<file path="config.mk">
export PLATFORM = sky130hd
export DESIGN_NAME = intersection_controller
export DESIGN_NICKNAME = d
export VERILOG_FILES = /design/src/rtl/traffic_pkg.sv /design/src/rtl/phase_timer.sv /design/src/rtl/intersection_controller.sv
export SDC_FILE = /design/constraint.sdc
export NUM_CORES = 1
export LEC_CHECK = 0
export BUFFER_PORTS_ARGS = -buffer_cell sky130_fd_sc_hd__clkbuf_2
export CELL_PAD_IN_SITES_DETAIL_PLACEMENT = 1
export CELL_PAD_IN_SITES_GLOBAL_PLACEMENT = 2
export CORE_MARGIN = 5
export CORE_UTILIZATION = 38
export DETAILED_ROUTE_END_ITERATION = 10
export PLACE_DENSITY_LB_ADDON = 0.1
export SLEW_MARGIN = 40
export SYNTH_ARGS = -nofsm -noshare
export SYNTH_HDL_FRONTEND = slang
export SYNTH_HIERARCHICAL = 1
export SYNTH_SLANG_ARGS = --single-unit
</file>
<file path="constraint.sdc">
create_clock -name clock -period 8.1 [get_ports clock]
set_input_delay 1.62 -clock clock [delete_from_list [all_inputs] [get_ports clock]]
set_output_delay 1.62 -clock clock [all_outputs]
set_load 0.02 [all_outputs]
</file>
<file path="src/rtl/traffic_pkg.sv">
// Shared phase encoding, lamp codes and lamp decode for the intersection controller.
package traffic_pkg;

    typedef enum logic [2:0] {
        MG  = 3'd0,
        MY  = 3'd1,
        AR1 = 3'd2,
        SG  = 3'd3,
        SY  = 3'd4,
        AR2 = 3'd5
    } phase_e;

    localparam logic [2:0] RED    = 3'b100;
    localparam logic [2:0] YELLOW = 3'b010;
    localparam logic [2:0] GREEN  = 3'b001;

    typedef struct packed {
        logic [2:0] main_l;
        logic [2:0] side_l;
        logic       walk;
    } lamp_t;

    // Unknown codes decode to all-red so no state can show two non-red roads.
    function automatic lamp_t decode_lamps(input phase_e p);
        lamp_t l;
        l = '{main_l: RED, side_l: RED, walk: 1'b0};
        case (p)
            MG:      l.main_l = GREEN;
            MY:      l.main_l = YELLOW;
            SG:      begin l.side_l = GREEN; l.walk = 1'b1; end
            SY:      l.side_l = YELLOW;
            default: ;
        endcase
        return l;
    endfunction

endpackage

</file>
<file path="src/rtl/phase_timer.sv">
// Per-phase cycle counter: clears on state change, optionally holds at its terminal value.
module phase_timer #(
    parameter int unsigned TW = 8
) (
    input  logic          clock,
    input  logic          reset_n,
    input  logic          clear,
    input  logic          sat,
    input  logic [TW-1:0] last,
    output logic          done_c
);

    logic [TW-1:0] count;

    assign done_c = (count == last);

    always_ff @(posedge clock or negedge reset_n) begin
        if (!reset_n) begin
            count <= '0;
        end else if (clear) begin
            count <= '0;
        end else if (!(sat && done_c)) begin
            count <= count + TW'(1);
        end
    end

endmodule

</file>
<file path="src/rtl/intersection_controller.sv">
// Demand-driven two-road phase controller: main rests on green until side or pedestrian demand.
module intersection_controller
    import traffic_pkg::*;
#(
    parameter int unsigned GREEN_MIN  = 8,
    parameter int unsigned SIDE_GREEN = 6,
    parameter int unsigned YELLOW_T   = 3,
    parameter int unsigned ALLRED_T   = 2,
    parameter int unsigned TW         = 8
) (
    input  logic       clock,
    input  logic       reset_n,
    input  logic       side_sensor,
    input  logic       ped_req,
    output logic [2:0] main_lights,
    output logic [2:0] side_lights,
    output logic       walk,
    output logic [2:0] phase
);

    phase_e        state;
    phase_e        next_state;
    logic          ped_pending;
    logic [TW-1:0] last;
    logic          t_done;
    logic          t_clear;
    logic          t_sat;
    logic          demand;
    lamp_t         lamps_nxt;

    // Terminal timer value for the phase currently held.
    always_comb begin
        last = '0;
        case (state)
            MG:      last = TW'(GREEN_MIN - 1);
            MY, SY:  last = TW'(YELLOW_T - 1);
            AR1, AR2: last = TW'(ALLRED_T - 1);
            SG:      last = TW'(SIDE_GREEN - 1);
            default: last = '0;
        endcase
    end

    assign demand = side_sensor | ped_pending | ped_req;

    always_comb begin
        next_state = state;
        case (state)
            MG:      if (t_done && demand) next_state = MY;
            MY:      if (t_done) next_state = AR1;
            AR1:     if (t_done) next_state = SG;
            SG:      if (t_done) next_state = SY;
            SY:      if (t_done) next_state = AR2;
            AR2:     if (t_done) next_state = MG;
            default: next_state = AR2;
        endcase
    end

    assign t_clear   = (next_state != state);
    assign t_sat     = (state == MG);
    assign lamps_nxt = decode_lamps(next_state);

    phase_timer #(.TW(TW)) u_timer (
        .clock   (clock),
        .reset_n (reset_n),
        .clear   (t_clear),
        .sat     (t_sat),
        .last    (last),
        .done_c  (t_done)
    );

    // Lamps are registered from the next-state decode so they track the state register exactly.
    always_ff @(posedge clock or negedge reset_n) begin
        if (!reset_n) begin
            state       <= AR2;
            ped_pending <= 1'b0;
            main_lights <= RED;
            side_lights <= RED;
            walk        <= 1'b0;
        end else begin
            state       <= next_state;
            main_lights <= lamps_nxt.main_l;
            side_lights <= lamps_nxt.side_l;
            walk        <= lamps_nxt.walk;
            if (next_state == SG && state != SG) begin
                ped_pending <= 1'b0;
            end else if (ped_req) begin
                ped_pending <= 1'b1;
            end
        end
    end

    assign phase = state;

endmodule

</file>
# == Word level (Yosys, flattened, before mapping) ==
# Index checks and enable logic that the tools add are counted.
# op_classes
add_sub_neg,1
n_eq_ne,12
n_mux,15
bitwise,2
n_reduce_logical,8
# op_table
cell,n
3-bit 2-to-1 mux,6
3-bit case mux with 6 select lines,1
8-bit 2-to-1 mux,2
3-bit case mux with 2 select lines,2
3-bit case mux with 4 select lines,1
"3-bit by 2-bit equality test with 1-bit output, second input constant",3
"3-bit equality test, second input constant",3
"8-bit by 1-bit adder with 8-bit output, second input constant",1
8-bit by 3-bit equality test with 1-bit output,1
"3-bit by 1-bit equality test with 1-bit output, second input constant",2
3-bit zero test,2
2-bit OR reduction,2
1-bit logical AND,3
1-bit 2-to-1 mux,3
"3-bit by 2-bit inequality test with 1-bit output, second input constant",1
3-bit inequality test,1
"2-bit inequality test, second input constant",1
1-bit OR,2
2-bit nonzero test,1
# totals
register_bits,19
inputBits,4
out_inout_bits,10
word_cells,44

# == Longest topological paths before layout ==
# logic_depth
ltp_word,10
ltp_mapped,11
ltp_nobuf,10

# == Hierarchy ==
# Netlist, hierarchy kept.
# by_module_without_submodules
mod,instances,cells_each,area_per_inst_um2,seq_area_each_um2
phase_timer,1,56,549.3,200.2
intersection_controller,1,50,515.5,280.3

# == Worst setup path after synthesis ==
# Ideal clock, no wire load.
# synth_path
path_type,flip-flop to flip-flop
start,"register state[2], in the netlist phase[2]"
end,register u_timer.count[5]
setup_time_ns,0.127
arrival_ns,2.653
required_ns,7.973
setup_slack_ns,5.320
stages_incl_launch_ff,11
n_path_buf,2
synth_period_minus_slack_ns,2.780
path_cell_list,dfstp_2 clkbuf_1 a21oi_1 xor2_1 nor4_2 and2_2 a21oi_1 a21oi_1 clkbuf_1 nor2b_1 mux2_1
# synth_between
elab_chain_cells,9
word_cells_on_any_way,22
cone_classes,eq/ne (8); mux (9); reduce/logical (5)
# synth_rtl
item,line_no,rtl
"start, declared",intersection_controller.sv:21,phase_e state;
"start signal, assigned",intersection_controller.sv:80,state <= next_state;
"3-bit equality test, or another cell as far along",intersection_controller.sv:34,case (state)
2-bit OR reduction,intersection_controller.sv:34,
3-bit case mux with 4 select lines (*),intersection_controller.sv:34,
via last[1],intersection_controller.sv:24,logic [TW-1:0] last;
8-bit by 3-bit equality test with 1-bit output (*),phase_timer.sv:15,assign done_c = (count == last);
via t_done,intersection_controller.sv:25,logic t_done;
1-bit logical AND,intersection_controller.sv:48,MG: if (t_done && demand) next_state = MY;
3-bit 2-to-1 mux,intersection_controller.sv:48,
3-bit case mux with 6 select lines (*),intersection_controller.sv:47,case (state)
3-bit inequality test (*),intersection_controller.sv:58,assign t_clear = (next_state != state);
via t_clear,intersection_controller.sv:26,logic t_clear;
2-bit inequality test (no source line) / 8-bit 2-to-1 mux (equally long branches),n/a,
"end signal, assigned",phase_timer.sv:23,count <= count + TW'(1);
"end, declared",phase_timer.sv:13,logic [TW-1:0] count;
# Mark *: on every way through the listed nets, which the timed path passes. The rest lies on a longest branch.
# A chain may end at the register's enable or synchronous reset.

# == Worst setup path after layout ==
# layout_path
start,"register state[2], in the netlist phase[2]"
end,output port phase[2]
# layout_rtl
item,line_no,rtl
"end, declared",intersection_controller.sv:18,output logic [2:0] phase
# No word-level cell between the ends.

==> flow_metrics.py <==
metrics = {
    "synth": {
        "ys_seq_area_share_pct": 45.1,
        "ys_ff_latch": 19,
        "synth_warnings": 6,
        "synth_ff_type": "dfrtp_1",
        "netlist_area_mm2": 0.00106,
        "ys_types": 35,
        "postSynthCellCount": 106,
        "async_reset_ff_share_pct": 100,
        "synth.avg_cell_area_um2": 10.0,
        "synth-edff-count": 0,
    },
    "cts": {
        "clk_pin_slew_ps": 120,
        "cts_tree": "yes",
        "holdBufCountCts": 0,
        "post-cts-setup-buffers": 0,
        "clk-insertion-delay-late_ps": 300,
        "cts-root-buf": "clkbuf_4",
        "cts-resized-gates": 0,
        "cts_sinks": 19,
        "htreeDepth": 1,
        "clk_path_buf_depth": 2,
        "cts_buffers": 3,
    },
    "floorplan": {
        "rows": 19,
        "initial_core_util_pct": 39.3,
        "die_y_um": 62.9,
        "die_area_mm2": 0.00396,
        "io_pins": 14,
        "core_mm2": 0.00271,
        "die_w_um": 62.9,
    },
    "cells_and_area": {
        "antenna_cells": 0,
        "syn2layout_area_growth_pct": 12.0,
        "multi_input_area_um2": 573,
        "layout-drive-gt1-share_pct": 26.2,
        "final-seq-area_um2": 480,
        "fillers": 334,
        "mostFrequentLayoutCell": "dfrtp_1",
        "fin_util_pct": 44.0,
        "layout_common_cells": "15 x dfrtp_1, 13 x clkbuf_2, 11 x nor2_1",
        "nNetsFinal": 128,
    },
    "route": {
        "vias": 788,
        "wirelength_um": 2300,
        "dr.pass1.iters": 4,
        "route.detailed.drc": 0,
        "ant_nets": 0,
        "vias_per_cell": 5.15,
        "avgRoutedWirePerCell_um": 15.1,
        "drt_first_iter_violations": 21,
    },
    "sta": {
        "setup_ws_ps": 5260,
        "fin_setup_tns_ps": 0,
        "rsz0062_at_grt": "no",
        "hold_viol": 0,
        "finalClockSkew_ps": 10.5,
        "fin_crit_ps": 2840,
        "setup_viol": 0,
        "worstMarginPinSlew_ps": 638,
        "max_clock_freq_ghz": 0.353,
        "slew_violations": 0,
        "hold_ws_ps": 556,
        "slew_headroom_pct": 57.2,
        "fin_crit_sh_pct": 35.0,
    },
    "global_routing": {
        "grt_pass1_wl_um": 4160,
        "grt_max_degree": 20,
        "grt_usage_pct": 13.2,
        "antenna_found_initial": 0,
        "grt_pass1_vias": 816,
        "grt_overflow": 0,
    },
    "critical_path": {
        "crit_path_top_delay_cell": "dfstp_2",
        "start_kind": "flop",
        "cp.buffers_inverters": 1,
        "cp-end-kind": "output port",
        "critPathTopFamily": "flip-flops",
        "cpPeakStageDelay_ps": 700,
        "crit_required_ps": 6480,
        "arrival_ps": 1220,
        "cp.depth": 1,
        "critPathMaxFanout": 16,
        "cp_cell_sequence": "clkbuf_2",
        "path_class": "reg -> out",
        "reg2regPathDepth": 10,
    },
    "hold_path": {
        "hp-class": "reg -> reg",
        "whs_path_depth": 1,
    },
    "power": {
        "peakVddDrop_uv": 159,
        "netSwitchingFraction_pct": 43.0,
        "switching_power_mw": 0.156,
        "seqPwrFrac_pct": 48.4,
        "p_comb_share_pct": 38.0,
        "total_leakage_power_nw": 0.518,
        "power.internal_mw": 0.206,
        "power_density_mw_per_mm2": 304,
        "clockPowerShare_pct": 13.7,
    },
    "place": {
        "hpwl_um": 1660,
        "portBuffers": 13,
        "place_ws_ps": 5030,
        "gp_congestion": 0.717,
    },
    "flow_run": {
        "maxCapViolCount": 0,
    },
    "run_status": {
        "outcome": "finished, final reports clean",
    },
}
[final timing paths]
path | start | to | slack (ps)
min reg2reg | ped_pending | ped_pending | 560
min | ped_pending | ped_pending | 560
min in group asynchronous | reset_n | u_timer/count[5] | 1250
max in group asynchronous | reset_n | side_lights[2] | 6480
max | phase[2] | phase[2] | 5260
max reg2reg | phase[0] | u_timer/count[7] | 5320
[through the flow]
stage	std cells	total power [mW]	cell area [um^2]
3_3_place_gp	149	0.312	1160
2_1_floorplan	110	0.277	1080
6_report	153	0.362	1190
4_1_cts	153	0.367	1190
5_1_grt	153	0.397	1190
3_5_place_dp	149	0.315	1160
[power by group through the flow]
stage | logic [mW] | clock network, mW | registers (mW)
final | 0.137 | 0.0495 | 0.175
after global routing | 0.158 | 0.0560 | 0.183
after CTS | 0.139 | 0.0523 | 0.175
after detailed placement | 0.138 | 0 | 0.177
after global placement | 0.138 | 0 | 0.175
after floorplan | 0.112 | 0 | 0.165
[cells in the mapped netlist, types with 4 or more instances]
library cell / n / area [um^2]
nor2b_1: 5 / 31.3
nor2_1: 11 / 41.3
nand2b_1: 4 / 25.0
xnor2_1: 5 / 43.8
nand3_1: 5 / 25.0
xor2_1: 9 / 78.8
dfstp_2: 4 / 105
a21oi_1: 6 / 30.0
dfrtp_1: 15 / 375
[area by class of cell]
| cell class | instances | share of cell area, % |
|---|---|---|
| multi-input cells | 84 | 48.1 |
| flip-flops and latches | 19 | 40.3 |
| repair buffers | 13 | 5.46 |
| well taps | 31 | 3.25 |
| clock buffers | 3 | 1.89 |
| inverters | 2 | 0.630 |
| clock inverters | 1 | 0.420 |
[registers in the layout, summed over array words and instances (netlist names)]
signal / flops
walk: 1
side_lights: 3
phase: 3
main_lights: 3
u_timer/count: 8
ped_pending: 1
[cells by family after synthesis]
family / share of synthesized area, %
adders and majority gates: 1.17
AOI/OAI and AO/OA: 11.8
buffers and inverters: 2.82
muxes: 4.11
xor gates and xnor gates: 11.5
DFF: 45.1
other: 0.352
and+or+nand+nor: 23.1
[metal layers]
metal  vias up  GRT usage [%]  share of wire [%]
met5         -              0                  0
met4         0           4.77               0.78
met3         2           3.96                3.7
met2         6           20.6                 50
met1       384           17.2                 46
li1        396              -                  -
No activity file was read; power rests on OpenSTA's default activity.
